## src/rtl/serial_frame_pkg.sv

```systemverilog
// Shared encodings and line levels for the serial frame transmitter.
package serial_frame_pkg;

    typedef enum logic [2:0] {
        ST_IDLE   = 3'd0,
        ST_START  = 3'd1,
        ST_DATA   = 3'd2,
        ST_PARITY = 3'd3,
        ST_STOP   = 3'd4
    } state_t;

    localparam logic IDLE_LEVEL  = 1'b1;
    localparam logic START_LEVEL = 1'b0;

endpackage

```

## src/rtl/serial_bit_timer.sv

```systemverilog
// Bit-period timer: bit_done marks the last clock of each serial bit.
module serial_bit_timer #(
    parameter int unsigned BIT_CYCLES = 1
) (
    input  logic clk,
    input  logic reset,
    input  logic clear,
    output logic bit_done
);

    localparam int unsigned CNT_W = (BIT_CYCLES > 1) ? $clog2(BIT_CYCLES) : 1;

    logic [CNT_W-1:0] cnt;

    // With BIT_CYCLES=1 the count is pinned at zero, so bit_done stays high.
    assign bit_done = (cnt == CNT_W'(BIT_CYCLES - 1));

    // Free-running period counter, restarted by clear.
    always_ff @(posedge clk or negedge reset) begin
        if (!reset) begin
            cnt <= '0;
        end else if (clear || bit_done) begin
            cnt <= '0;
        end else begin
            cnt <= cnt + CNT_W'(1);
        end
    end

endmodule

```

## src/rtl/serial_frame_tx.sv

```systemverilog
// Serial frame transmitter: start bit, LSB-first data, optional even parity,
// stop bit(s). Line idles high. Parity is enabled by SERIAL_FRAME_TX_PARITY_EN.
module serial_frame_tx
    import serial_frame_pkg::*;
#(
    parameter int unsigned DATA_W     = 8,
    parameter int unsigned BIT_CYCLES = 1,
    parameter int unsigned STOP_BITS  = 1
) (
    input  logic              clk,
    input  logic              reset,
    input  logic [DATA_W-1:0] data_in,
    input  logic              data_valid,
    output logic              data_ready,
    output logic              serial_out,
    output logic              busy
);

    localparam int unsigned IDX_W    = $clog2(DATA_W + 1);
    localparam bit          ONE_STOP = (STOP_BITS == 1);

    state_t            state;
    logic [DATA_W-1:0] shift;
    logic [DATA_W-1:0] shifted;
    logic [IDX_W-1:0]  bit_idx;
    logic              stop_idx;
    logic              bit_done;
    logic              last_stop;
    logic              transfer;

    assign shifted   = shift >> 1;
    assign last_stop = (state == ST_STOP) && bit_done && (ONE_STOP || stop_idx);
    // Ready in idle (outside reset) or on the final stop clock for back-to-back frames.
    assign data_ready = (reset && (state == ST_IDLE)) || last_stop;
    assign transfer   = data_valid && data_ready;

    serial_bit_timer #(
        .BIT_CYCLES (BIT_CYCLES)
    ) u_timer (
        .clk      (clk),
        .reset    (reset),
        .clear    (transfer || (state == ST_IDLE)),
        .bit_done (bit_done)
    );

`ifdef SERIAL_FRAME_TX_PARITY_EN
    logic parity;

    // Even parity of the word as latched at acceptance.
    always_ff @(posedge clk or negedge reset) begin
        if (!reset) begin
            parity <= 1'b0;
        end else if (transfer) begin
            parity <= ^data_in;
        end
    end
`endif

    // Frame FSM with registered line and busy outputs.
    always_ff @(posedge clk or negedge reset) begin
        if (!reset) begin
            state      <= ST_IDLE;
            shift      <= '0;
            bit_idx    <= '0;
            stop_idx   <= 1'b0;
            serial_out <= IDLE_LEVEL;
            busy       <= 1'b0;
        end else begin
            case (state)
                ST_IDLE: begin
                    serial_out <= IDLE_LEVEL;
                    busy       <= 1'b0;
                    if (transfer) begin
                        state      <= ST_START;
                        shift      <= data_in;
                        bit_idx    <= '0;
                        serial_out <= START_LEVEL;
                        busy       <= 1'b1;
                    end
                end
                ST_START: begin
                    if (bit_done) begin
                        state      <= ST_DATA;
                        serial_out <= shift[0];
                    end
                end
                ST_DATA: begin
                    if (bit_done) begin
                        if (bit_idx == IDX_W'(DATA_W - 1)) begin
`ifdef SERIAL_FRAME_TX_PARITY_EN
                            state      <= ST_PARITY;
                            serial_out <= parity;
`else
                            state      <= ST_STOP;
                            stop_idx   <= 1'b0;
                            serial_out <= IDLE_LEVEL;
`endif
                        end else begin
                            shift      <= shifted;
                            bit_idx    <= bit_idx + IDX_W'(1);
                            serial_out <= shifted[0];
                        end
                    end
                end
`ifdef SERIAL_FRAME_TX_PARITY_EN
                ST_PARITY: begin
                    if (bit_done) begin
                        state      <= ST_STOP;
                        stop_idx   <= 1'b0;
                        serial_out <= IDLE_LEVEL;
                    end
                end
`endif
                ST_STOP: begin
                    if (last_stop) begin
                        if (transfer) begin
                            state      <= ST_START;
                            shift      <= data_in;
                            bit_idx    <= '0;
                            serial_out <= START_LEVEL;
                        end else begin
                            state      <= ST_IDLE;
                            serial_out <= IDLE_LEVEL;
                            busy       <= 1'b0;
                        end
                    end else if (bit_done) begin
                        stop_idx <= 1'b1;
                    end
                end
                default: begin
                    state      <= ST_IDLE;
                    serial_out <= IDLE_LEVEL;
                    busy       <= 1'b0;
                end
            endcase
        end
    end

endmodule

```

## config.mk

```make
export PLATFORM = sky130hd
export DESIGN_NAME = serial_frame_tx
export DESIGN_NICKNAME = d
export VERILOG_FILES = /design/src/rtl/serial_frame_pkg.sv /design/src/rtl/serial_bit_timer.sv /design/src/rtl/serial_frame_tx.sv
export SDC_FILE = /design/constraint.sdc
export NUM_CORES = 1
export LEC_CHECK = 0
export CORE_MARGIN = 5
export CORE_UTILIZATION = 45
export CTS_BUF_LIST = sky130_fd_sc_hd__clkbuf_2
export DETAILED_ROUTE_END_ITERATION = 7
export PLACE_DENSITY = 0.77
export SETUP_SLACK_MARGIN = 0.3
export SLEW_MARGIN = 20
export SYNTH_ARGS = -nofsm -noshare
export SYNTH_HDL_FRONTEND = slang
export SYNTH_HIERARCHICAL = 1
export SYNTH_SLANG_ARGS = --single-unit
export TNS_END_PERCENT = 10
```

## constraint.sdc

```tcl
create_clock -name clk -period 3.9 [get_ports clk]
set_input_delay 0.585 -clock clk [delete_from_list [all_inputs] [get_ports clk]]
set_output_delay 0.585 -clock clk [all_outputs]
set_load 0.02 [all_outputs]
```

==> metrics.yaml <==
logic_synthesis:
  yosys_warnings: 6
  syn_nets: 105
  syn-mean-instance-area_um2: 10.1
  synth_cells: 93
  netlist_area_um2: 942
timing:
  fin_setup_tns_ns: 0
  setup_viol: 0
  slew_headroom_pct: 47.8
  worst_pin_slew_ns: 0.772
  fmax_mhz: 385
  fin_crit_ns: 2.59
  drv_slew: 0
  rsz0062_at_grt: "false"
  skew_ns: 0.00759
  finalHoldViolCount: 0
  period_share_pct: 66.5
clocking:
  cts_tree: "built"
  cts_root_buffer: "clkbuf_2"
  post_cts_buffers: 0
  path_clk_slew_ns: 0.16
  htreeDepth: 1
  cts_made_buffers: 3
  hold_buffers: 0
  insertion_delay_ns: 0.29
  cts.repair.resized: 0
  clock_sinks: 18
  clock_path_buffers: 2
power:
  p_per_area_mw_per_mm2: 580
  ir_drop_mv: 0.321
  leakage_nw: 0.441
floorplan:
  core_region_area_mm2: 0.00198
  fp.dieW_um: 55.8
  dieArea_mm2: 0.00311
  rows: 16
  initial_utilization_pct: 47.5
  die_h_um: 55.8
  io_pins: 14
critical_path:
  required_ns: 3.31
  cp_slowest_cell: "clkdlybuf4s50_1"
  crit_type: "primary input to primary output"
  crit_arrival_ns: 2.01
  path_cells: "clkdlybuf4s50_1 -> mux2i_1 -> nor3_1 -> clkdlybuf4s50_1"
  crit_path_end_kind: "primary output"
  critical_path_peak_fanout: 3
  cpPeakStageDelay_ns: 0.64
  crit_top_cell: "clkdlybuf4s50_1"
  start_kind: "primary input"
global_routing:
  grt_max_degree: 19
  grt_pass1_wl_um: 3160
  grt_antenna_before_repair: 0
  grt_overflow: 0
  grt_usage_pct: 12.7
  grt_pass1_vias: 739
route:
  dr.first_iter.drc_count: 27
  viasPerCell: 5.51
  drc: 0
  drt_wl_total_um: 1880
  ant_nets: 0
  routedWlPerCell_um: 14.4
  vias: 722
  dr.pass1.iters: 4
cells_and_area:
  nFillCells: 170
  layout_common_cells: "dfrtp_1, clkdlybuf4s50_1, nand3_1, o221a_2, or2_2"
  area_growth_syn_to_layout_pct: 16.2
  diodes: 0
  multi_input_area_um2: 437
  drive_above_1_share_pct: 19.2
  post-route-util_pct: 55.2
  mostFrequentLayoutCell: "dfrtp_1"
  nets: 117
  seq_area_um2: 452
place:
  gp_congestion: 0.796
  hpwl_um: 1450
  portBuffers: 13
run_status:
  outcome: "complete, no violations"
job:
  cap_viol_max_count: 0
min_path:
  hp-class: "register to register"
## final cells by class
cell class                      count  share of cell area (%)
Clock buffer                        4                    1.83
Inverter                            4                    1.37
Multi-Input combinational cell     64                    39.9
Sequential cell                    18                    41.3
Tap cell                           27                    3.09
Timing Repair Buffer               14                    12.6
## worst max-delay path, delay by kind of cell
kind | cells | cell delay, ns
buffers and inverters | 2 | 1.13
multiplexers | 1 | 0.11
AND/OR/NAND/NOR | 1 | 0.17
## per-layer routing
metal | GRT usage [%] | wire length (um) | up-vias
met1 | 15.8 | 873 | 347
met5 | 0 | 0 | -
met2 | 19.8 | 907 | 14
met4 | 7.29 | 27 | 0
met3 | 3.25 | 72 | 4
li1 | - | - | 357
## path summary, 6_finish.rpt
check,start,to,slack (ns),cells past startpoint
min in group asynchronous,reset,shift[6],0.65,2
worst min register to register,shift[7],shift[7],0.52,2
worst min-delay path,shift[7],shift[7],0.52,2
worst max register to register,u_timer/cnt,shift[5],1.76,5
worst max-delay path,reset,data_ready,1.31,4
max in group asynchronous,reset,serial_out,2.98,2
## per-stage QoR
step	setup slack (ns)	area [um2]	hold WS, ns	power, mW	std cells
3_3_place_gp	1.26	1070	0.481	0.552	127
2_1_floorplan	2.10	942	0.289	0.484	93
5_1_grt	1.22	1090	0.565	0.683	131
4_1_cts	1.31	1090	0.520	0.644	131
6_report	1.31	1090	0.521	0.635	131
3_5_place_dp	1.29	1070	0.485	0.563	127
## where the power goes
group          total, mW  internal (mW)  leakage, nW  switching, mW
logic              0.235          0.126        0.206          0.109
clock network     0.0805         0.0272       0.0166         0.0533
registers          0.320          0.257        0.219         0.0626
## state kept, by name (all words and copies together) (netlist names)
signal / cells
u_timer/cnt: 1
busy: 1
serial_out: 1
state: 3
bit_idx: 4
shift: 8
Power figures use the tool's default switching activity.
